==> src/rtl/fp_classify_pipe.sv <==
// fp_classify_pipe
//   Multi-lane, two-stage IEEE-754 operand classifier with valid/ready flow
//   control and saturating per-class statistics counters.
//
//   Ports:
//     clk, rst_n           clock, asynchronous active-low reset
//     in_valid / in_ready  input stream handshake
//     in_data              LANES packed operands, lane i = {sign, exp, man}
//     out_valid / out_ready output stream handshake
//     out_flags            per lane {sign, snan, qnan, inf, norm, sub, zero}
//     clr_cnt              synchronous clear of all counters
//     cnt_zero/sub/inf/nan saturating counts of lanes transferred per class
module fp_classify_pipe #(
   parameter int EXP_W = 8,
   parameter int MAN_W = 23,
   parameter int LANES = 2,
   parameter int CNT_W = 16
) (
   input  logic                                 clk,
   input  logic                                 rst_n,
   input  logic                                 in_valid,
   output logic                                 in_ready,
   input  logic [LANES*(1+EXP_W+MAN_W)-1:0]     in_data,
   output logic                                 out_valid,
   input  logic                                 out_ready,
   output logic [LANES*7-1:0]                   out_flags,
   input  logic                                 clr_cnt,
   output logic [CNT_W-1:0]                     cnt_zero,
   output logic [CNT_W-1:0]                     cnt_sub,
   output logic [CNT_W-1:0]                     cnt_inf,
   output logic [CNT_W-1:0]                     cnt_nan
);

   localparam int W  = 1 + EXP_W + MAN_W;
   localparam int SW = $clog2(LANES + 1);

   logic                 va;
   logic [LANES*W-1:0]   a_data;
   logic [LANES*7-1:0]   flags_next;
   logic                 b_load;
   logic                 a_adv;
   logic                 accept;
   logic                 xfer;

   logic                 sgn;
   logic [EXP_W-1:0]     ex;
   logic [MAN_W-1:0]     mn;
   logic [6:0]           f;

   logic [SW-1:0]        n_zero;
   logic [SW-1:0]        n_sub;
   logic [SW-1:0]        n_inf;
   logic [SW-1:0]        n_nan;

   // in_ready looks through to out_ready so a full pipe still sustains
   // one beat per cycle when the consumer is draining.
   assign b_load   = !out_valid || out_ready;
   assign a_adv    = va && b_load;
   assign in_ready = !va || a_adv;
   assign accept   = in_valid && in_ready;
   assign xfer     = out_valid && out_ready;

   always_comb begin
      flags_next = '0;
      sgn        = 1'b0;
      ex         = '0;
      mn         = '0;
      f          = '0;
      for (int i = 0; i < LANES; i++) begin
         sgn  = a_data[i*W + W - 1];
         ex   = a_data[i*W + MAN_W +: EXP_W];
         mn   = a_data[i*W +: MAN_W];
         f    = '0;
         f[6] = sgn;
         if (&ex) begin
            if (mn == '0)         f[3] = 1'b1;
            else if (mn[MAN_W-1]) f[4] = 1'b1;
            else                  f[5] = 1'b1;
         end else if (ex == '0) begin
            if (mn == '0) f[0] = 1'b1;
            else          f[1] = 1'b1;
         end else begin
            f[2] = 1'b1;
         end
         flags_next[i*7 +: 7] = f;
      end
   end

   always_ff @(posedge clk or negedge rst_n) begin
      if (!rst_n) begin
         va        <= 1'b0;
         a_data    <= '0;
         out_valid <= 1'b0;
         out_flags <= '0;
      end else begin
         if (accept) begin
            va     <= 1'b1;
            a_data <= in_data;
         end else if (a_adv) begin
            va     <= 1'b0;
         end
         if (b_load) begin
            out_valid <= va;
            // flags only reload with a real beat so they hold while idle
            if (va) out_flags <= flags_next;
         end
      end
   end

   // Classes are mutually exclusive per lane, so qnan|snan is the NaN count.
   always_comb begin
      n_zero = '0;
      n_sub  = '0;
      n_inf  = '0;
      n_nan  = '0;
      for (int i = 0; i < LANES; i++) begin
         n_zero = n_zero + SW'(out_flags[i*7 + 0]);
         n_sub  = n_sub  + SW'(out_flags[i*7 + 1]);
         n_inf  = n_inf  + SW'(out_flags[i*7 + 3]);
         n_nan  = n_nan  + SW'(out_flags[i*7 + 4] | out_flags[i*7 + 5]);
      end
   end

   function automatic logic [CNT_W-1:0] sat_add(input logic [CNT_W-1:0] c,
                                                 input logic [SW-1:0]    n);
      logic [CNT_W:0] s;
      s = {1'b0, c} + (CNT_W+1)'(n);
      return s[CNT_W] ? {CNT_W{1'b1}} : s[CNT_W-1:0];
   endfunction

   always_ff @(posedge clk or negedge rst_n) begin
      if (!rst_n) begin
         cnt_zero <= '0;
         cnt_sub  <= '0;
         cnt_inf  <= '0;
         cnt_nan  <= '0;
      end else if (clr_cnt) begin
         // clear takes priority over a same-cycle transfer
         cnt_zero <= '0;
         cnt_sub  <= '0;
         cnt_inf  <= '0;
         cnt_nan  <= '0;
      end else if (xfer) begin
         cnt_zero <= sat_add(cnt_zero, n_zero);
         cnt_sub  <= sat_add(cnt_sub,  n_sub);
         cnt_inf  <= sat_add(cnt_inf,  n_inf);
         cnt_nan  <= sat_add(cnt_nan,  n_nan);
      end
   end

endmodule

==> config.mk <==
export PLATFORM = sky130hd
export DESIGN_NAME = fp_classify_pipe
export DESIGN_NICKNAME = d
export VERILOG_FILES = /design/src/rtl/fp_classify_pipe.sv
export SDC_FILE = /design/constraint.sdc
export NUM_CORES = 1
export LEC_CHECK = 0
export ABC_AREA = 1
export CORE_ASPECT_RATIO = 0.5
export CORE_UTILIZATION = 34
export DETAILED_ROUTE_END_ITERATION = 12
export GPL_TIMING_DRIVEN = 0
export PLACE_DENSITY_LB_ADDON = 0.12
export RECOVER_POWER = 100
export REMOVE_ABC_BUFFERS = 1
export SETUP_SLACK_MARGIN = 0.1
export SLEW_MARGIN = 5
export SYNTH_ARGS = -nofsm -noshare
export SYNTH_HDL_FRONTEND = slang
export SYNTH_SLANG_ARGS = --single-unit
==> constraint.sdc <==
create_clock -name clk -period 2.6 [get_ports clk]
set_input_delay 0.52 -clock clk [delete_from_list [all_inputs] [get_ports clk]]
set_output_delay 0.52 -clock clk [all_outputs]
set_load 0.02 [all_outputs]
==> results by group <==
Clock tree
  • H-tree Lvls: 4
  • Number of buffers inserted by hold repair at cts: 0
  • Clock Latency Late Sink: 0.43 ns
  • Root buffer selected by CTS: sky130_fd_sc_hd__clkbuf_16
  • Clock sink count: 144
  • TritonCTS clock tree: built
  • Setup repair bufs after CTS: 1
  • Clk buf depth: 2
  • Clock input transition at the sequential cells of the worst setup and hold paths: 0.06 ns
  • Num CTS Buffers: 17
  • Resize count post-CTS: 0

Route
  • Drt wl/cell: 13.8 microns
  • Number of DRC violations after detailed routing: 0
  • Detailed Route WL: 19.3 mm
  • Total via count after detailed routing: 6,404
  • DRT antenna net count: 0
  • Post-DR vias/cell: 4.57
  • Violation count after the first detailed-routing iteration: 332
  • First drt pass iteration count: 5

Critical path
  • Cells along the critical path: clkdlybuf4s50_1, inv_1, nand3_1, dlygate4sd3_1
  • Max Fanout on Critical Path: 3
  • Class of the most critical setup path: in2out
  • CP arrival: 1.83 ns
  • Data required, critical path: 2.08 ns
  • Max incr delay on CP: 0.68 ns
  • Endpoint class of the critical path: output port
  • Count of buffer and inverter cells on the critical path: 3
  • CP top delay family: buffers and inverters
  • Slowest stage cell on the critical path: sky130_fd_sc_hd__dlygate4sd3_1
  • Startpoint class of the critical path: input port

Floorplan
  • Die height: 110 microns
  • Initial core utilization: 0.355
  • Floorplan die area: 23,800 sq um
  • Number of ports placed on the die boundary: 149
  • Die width: 217 microns
  • Number of rows created at floorplan: 38
  • Core area: 22,200 sq um

Timing
  • Shortest clock period the worst path allows after layout: 2.35 ns
  • Pins Over Slew Limit: 72
  • Highest Clock Rate: 425 MHz
  • Number of setup violations in the final report: 0
  • Sum of negative setup slack: 0 ns
  • Largest clock skew in the final design: 0.0103 ns
  • Crit share post-route: 0.905
  • Minimum hold slack: 0.467 ns
  • Unrepaired setup endpoints after global routing: no
  • Transition at the pin with the smallest max-transition slack: 1.78 ns
  • Worst relative slew slack: -0.188
  • Hold Fails Final Rpt: 0

Synth
  • Number of library cell types mapped by synthesis: 32
  • Synth top area share: 0.458
  • Post-Syn Area per Cell: 8.37 sq um
  • Synth Instances: 940
  • Area leader, netlist: sky130_fd_sc_hd__dfrtp_1
  • Count of warnings emitted by yosys: 0
  • Post-Syn Area: 7860 sq um
  • Biggest area contributors in the synthesized netlist: sky130_fd_sc_hd__dfrtp_1, sky130_fd_sc_hd__nand2_1, sky130_fd_sc_hd__mux2_4
  • Synthesis-stage register bit count: 144
  • Sequential area share after synthesis: 0.458

Placement
  • Input/output buffers: 148
  • DP HPWL: 13.8 mm
  • Routability cong.: 0.847
  • Post-Place Cell Area: 9640 sq um

Finish
  • Synthesis-to-finish area growth: 27.5%
  • Commonest non-fill, non-tap cell in the layout: sky130_fd_sc_hd__nand2_1
  • Commonest cells after routing, fill and taps aside: sky130_fd_sc_hd__nand2_1, sky130_fd_sc_hd__dfrtp_1, sky130_fd_sc_hd__nor2_1
  • Filler Cells Inserted: 2,247
  • Post-route design area: 10,000 sq um
  • Diode insertion count for antenna repair: 0
  • Area taken by multi-input logic gates: 3550 sq um
  • Combined flip-flop and latch cell area: 3600 sq um
  • Fraction of final layout cells with drive strength greater than 1: 0.0908
  • Util after Layout: 0.453
  • Post-layout net count: 1,165

Global routing
  • Largest net degree at the start of global routing: 75
  • Global route total overflow: 0
  • Number of antenna violations at the first check in global routing: 0
  • Total global-route track usage: 0.169
  • Via count of the first global-routing pass: 6,042
  • Wire length of the first global-routing pass: 31.2 mm

Min path
  • Hold WC Path Type: reg2reg

Run
  • Max cap viols: 1

Pwr
  • Tot Pwr: 5520 uW
  • Total power per unit cell area: 551 nW/um^2
  • Worst vdd rail ir drop: 324 uV
  • Static Leakage: 0.00499 uW

Status
  • Failing checks: max-capacitance violations, max-slew violations
  • Status: finished, violations left
## power by group
part           total, uW  switching (uW)  leakage, uW  internal [uW]
Clock               2380            1000     0.000267           1370
Combinational        634             352      0.00288            282
Sequential          2510            89.0      0.00184           2420
## cells by family (layout without fill, tap and decap cells)
| kind of cell | count (synthesis) | in the layout | share of synthesized area |
|---|---|---|---|
| flip-flops | 144 | 144 | 0.458 |
| multiplexers | 46 | 46 | 0.0811 |
| adder cells (fa/ha/maj) | 8 | 8 | 0.0165 |
| XOR/XNOR | 16 | 16 | 0.0178 |
| AO/OA/AOI/OAI | 97 | 97 | 0.0687 |
| buffers and inverters | 124 | 285 | 0.0710 |
| AND/OR/NAND/NOR | 505 | 505 | 0.287 |
## synthesized netlist by cell type
cell type / number
sky130_fd_sc_hd__mux2_2: 14
sky130_fd_sc_hd__o21ai_2: 8
sky130_fd_sc_hd__mux2_4: 32
sky130_fd_sc_hd__fa_1: 4
sky130_fd_sc_hd__o21ai_0: 42
sky130_fd_sc_hd__nand4_1: 10
sky130_fd_sc_hd__nor2_4: 9
sky130_fd_sc_hd__nand3_2: 2
sky130_fd_sc_hd__dfrtp_1: 144
sky130_fd_sc_hd__buf_6: 7
sky130_fd_sc_hd__nand2_4: 8
sky130_fd_sc_hd__nor3_4: 1
sky130_fd_sc_hd__ha_1: 4
sky130_fd_sc_hd__inv_2: 7
sky130_fd_sc_hd__nand3_1: 51
sky130_fd_sc_hd__clkbuf_1: 2
sky130_fd_sc_hd__nor2_8: 4
sky130_fd_sc_hd__clkinv_1: 1
sky130_fd_sc_hd__clkbuf_8: 2
sky130_fd_sc_hd__buf_4: 2
sky130_fd_sc_hd__o211ai_1: 10
sky130_fd_sc_hd__nor2_1: 94
sky130_fd_sc_hd__a21oi_1: 21
sky130_fd_sc_hd__xor2_1: 14
sky130_fd_sc_hd__buf_2: 10
sky130_fd_sc_hd__nand2_1: 301
sky130_fd_sc_hd__nor2_2: 11
sky130_fd_sc_hd__o21ai_1: 16
sky130_fd_sc_hd__inv_1: 93
sky130_fd_sc_hd__nand2_2: 5
sky130_fd_sc_hd__nor3_1: 9
sky130_fd_sc_hd__xnor2_1: 2
## metal layers
metal	global-route usage	wire, microns	vias to the layer above	share of wire
met4	0.0568	237	0	0.012
met2	0.269	8910	85	0.46
met5	0	0	-	0
met1	0.226	9470	3021	0.49
li1	-	-	3283	-
met3	0.0418	722	15	0.037
## through the flow
stage | instances | setup slack [ns]
after floorplan | 917 | -0.699
after global placement | 1365 | -5.19
after detailed placement | 1368 | -0.729
after CTS | 1401 | 0.213
after global routing | 1401 | 0.0783
final | 1401 | 0.246
## area by class of cell
type / instances / area share
Clock inverter: 11 / 0.0105
Inverter: 101 / 0.0378
Timing Repair Buffer: 152 / 0.155
Tap cell: 300 / 0.0374
Clock buffer: 21 / 0.0459
Sequential cell: 144 / 0.359
Multi-Input combinational cell: 672 / 0.354
## final timing paths
check,slack (ns),start,depth (start not counted),endpoint
setup / recovery,0.25,out_ready,4,in_ready
hold / removal,0.47,a_data[63],2,out_flags[13]
setup reg to reg,0.31,out_flags[8],12,cnt_sub[6]
hold reg to reg,0.47,a_data[63],2,out_flags[13]
max in group asynchronous,0.55,rst_n,2,cnt_inf[15]
min in group asynchronous,0.56,rst_n,1,a_data[20]
## state kept, by name, indices dropped and copies added, names as in the netlist
register	cells
va	1
a_data	64
out_valid	1
cnt_nan	16
cnt_inf	16
cnt_sub	16
cnt_zero	16
out_flags	14
## worst register-to-register path, stage by stage, from the launching register on
cell and delay (ns):
sky130_fd_sc_hd__dfrtp_1 0.42, sky130_fd_sc_hd__inv_1 0.08, sky130_fd_sc_hd__fa_1 0.45, sky130_fd_sc_hd__inv_1 0.10
sky130_fd_sc_hd__ha_1 0.22, sky130_fd_sc_hd__nand2_2 0.10, sky130_fd_sc_hd__nor2_4 0.11, sky130_fd_sc_hd__nand2_4 0.08
sky130_fd_sc_hd__nor2_1 0.26, sky130_fd_sc_hd__nand2_4 0.15, sky130_fd_sc_hd__nand2_1 0.10, sky130_fd_sc_hd__nand2_1 0.05
sky130_fd_sc_hd__o21ai_0 0.10
(Power assumes the default switching activity.)
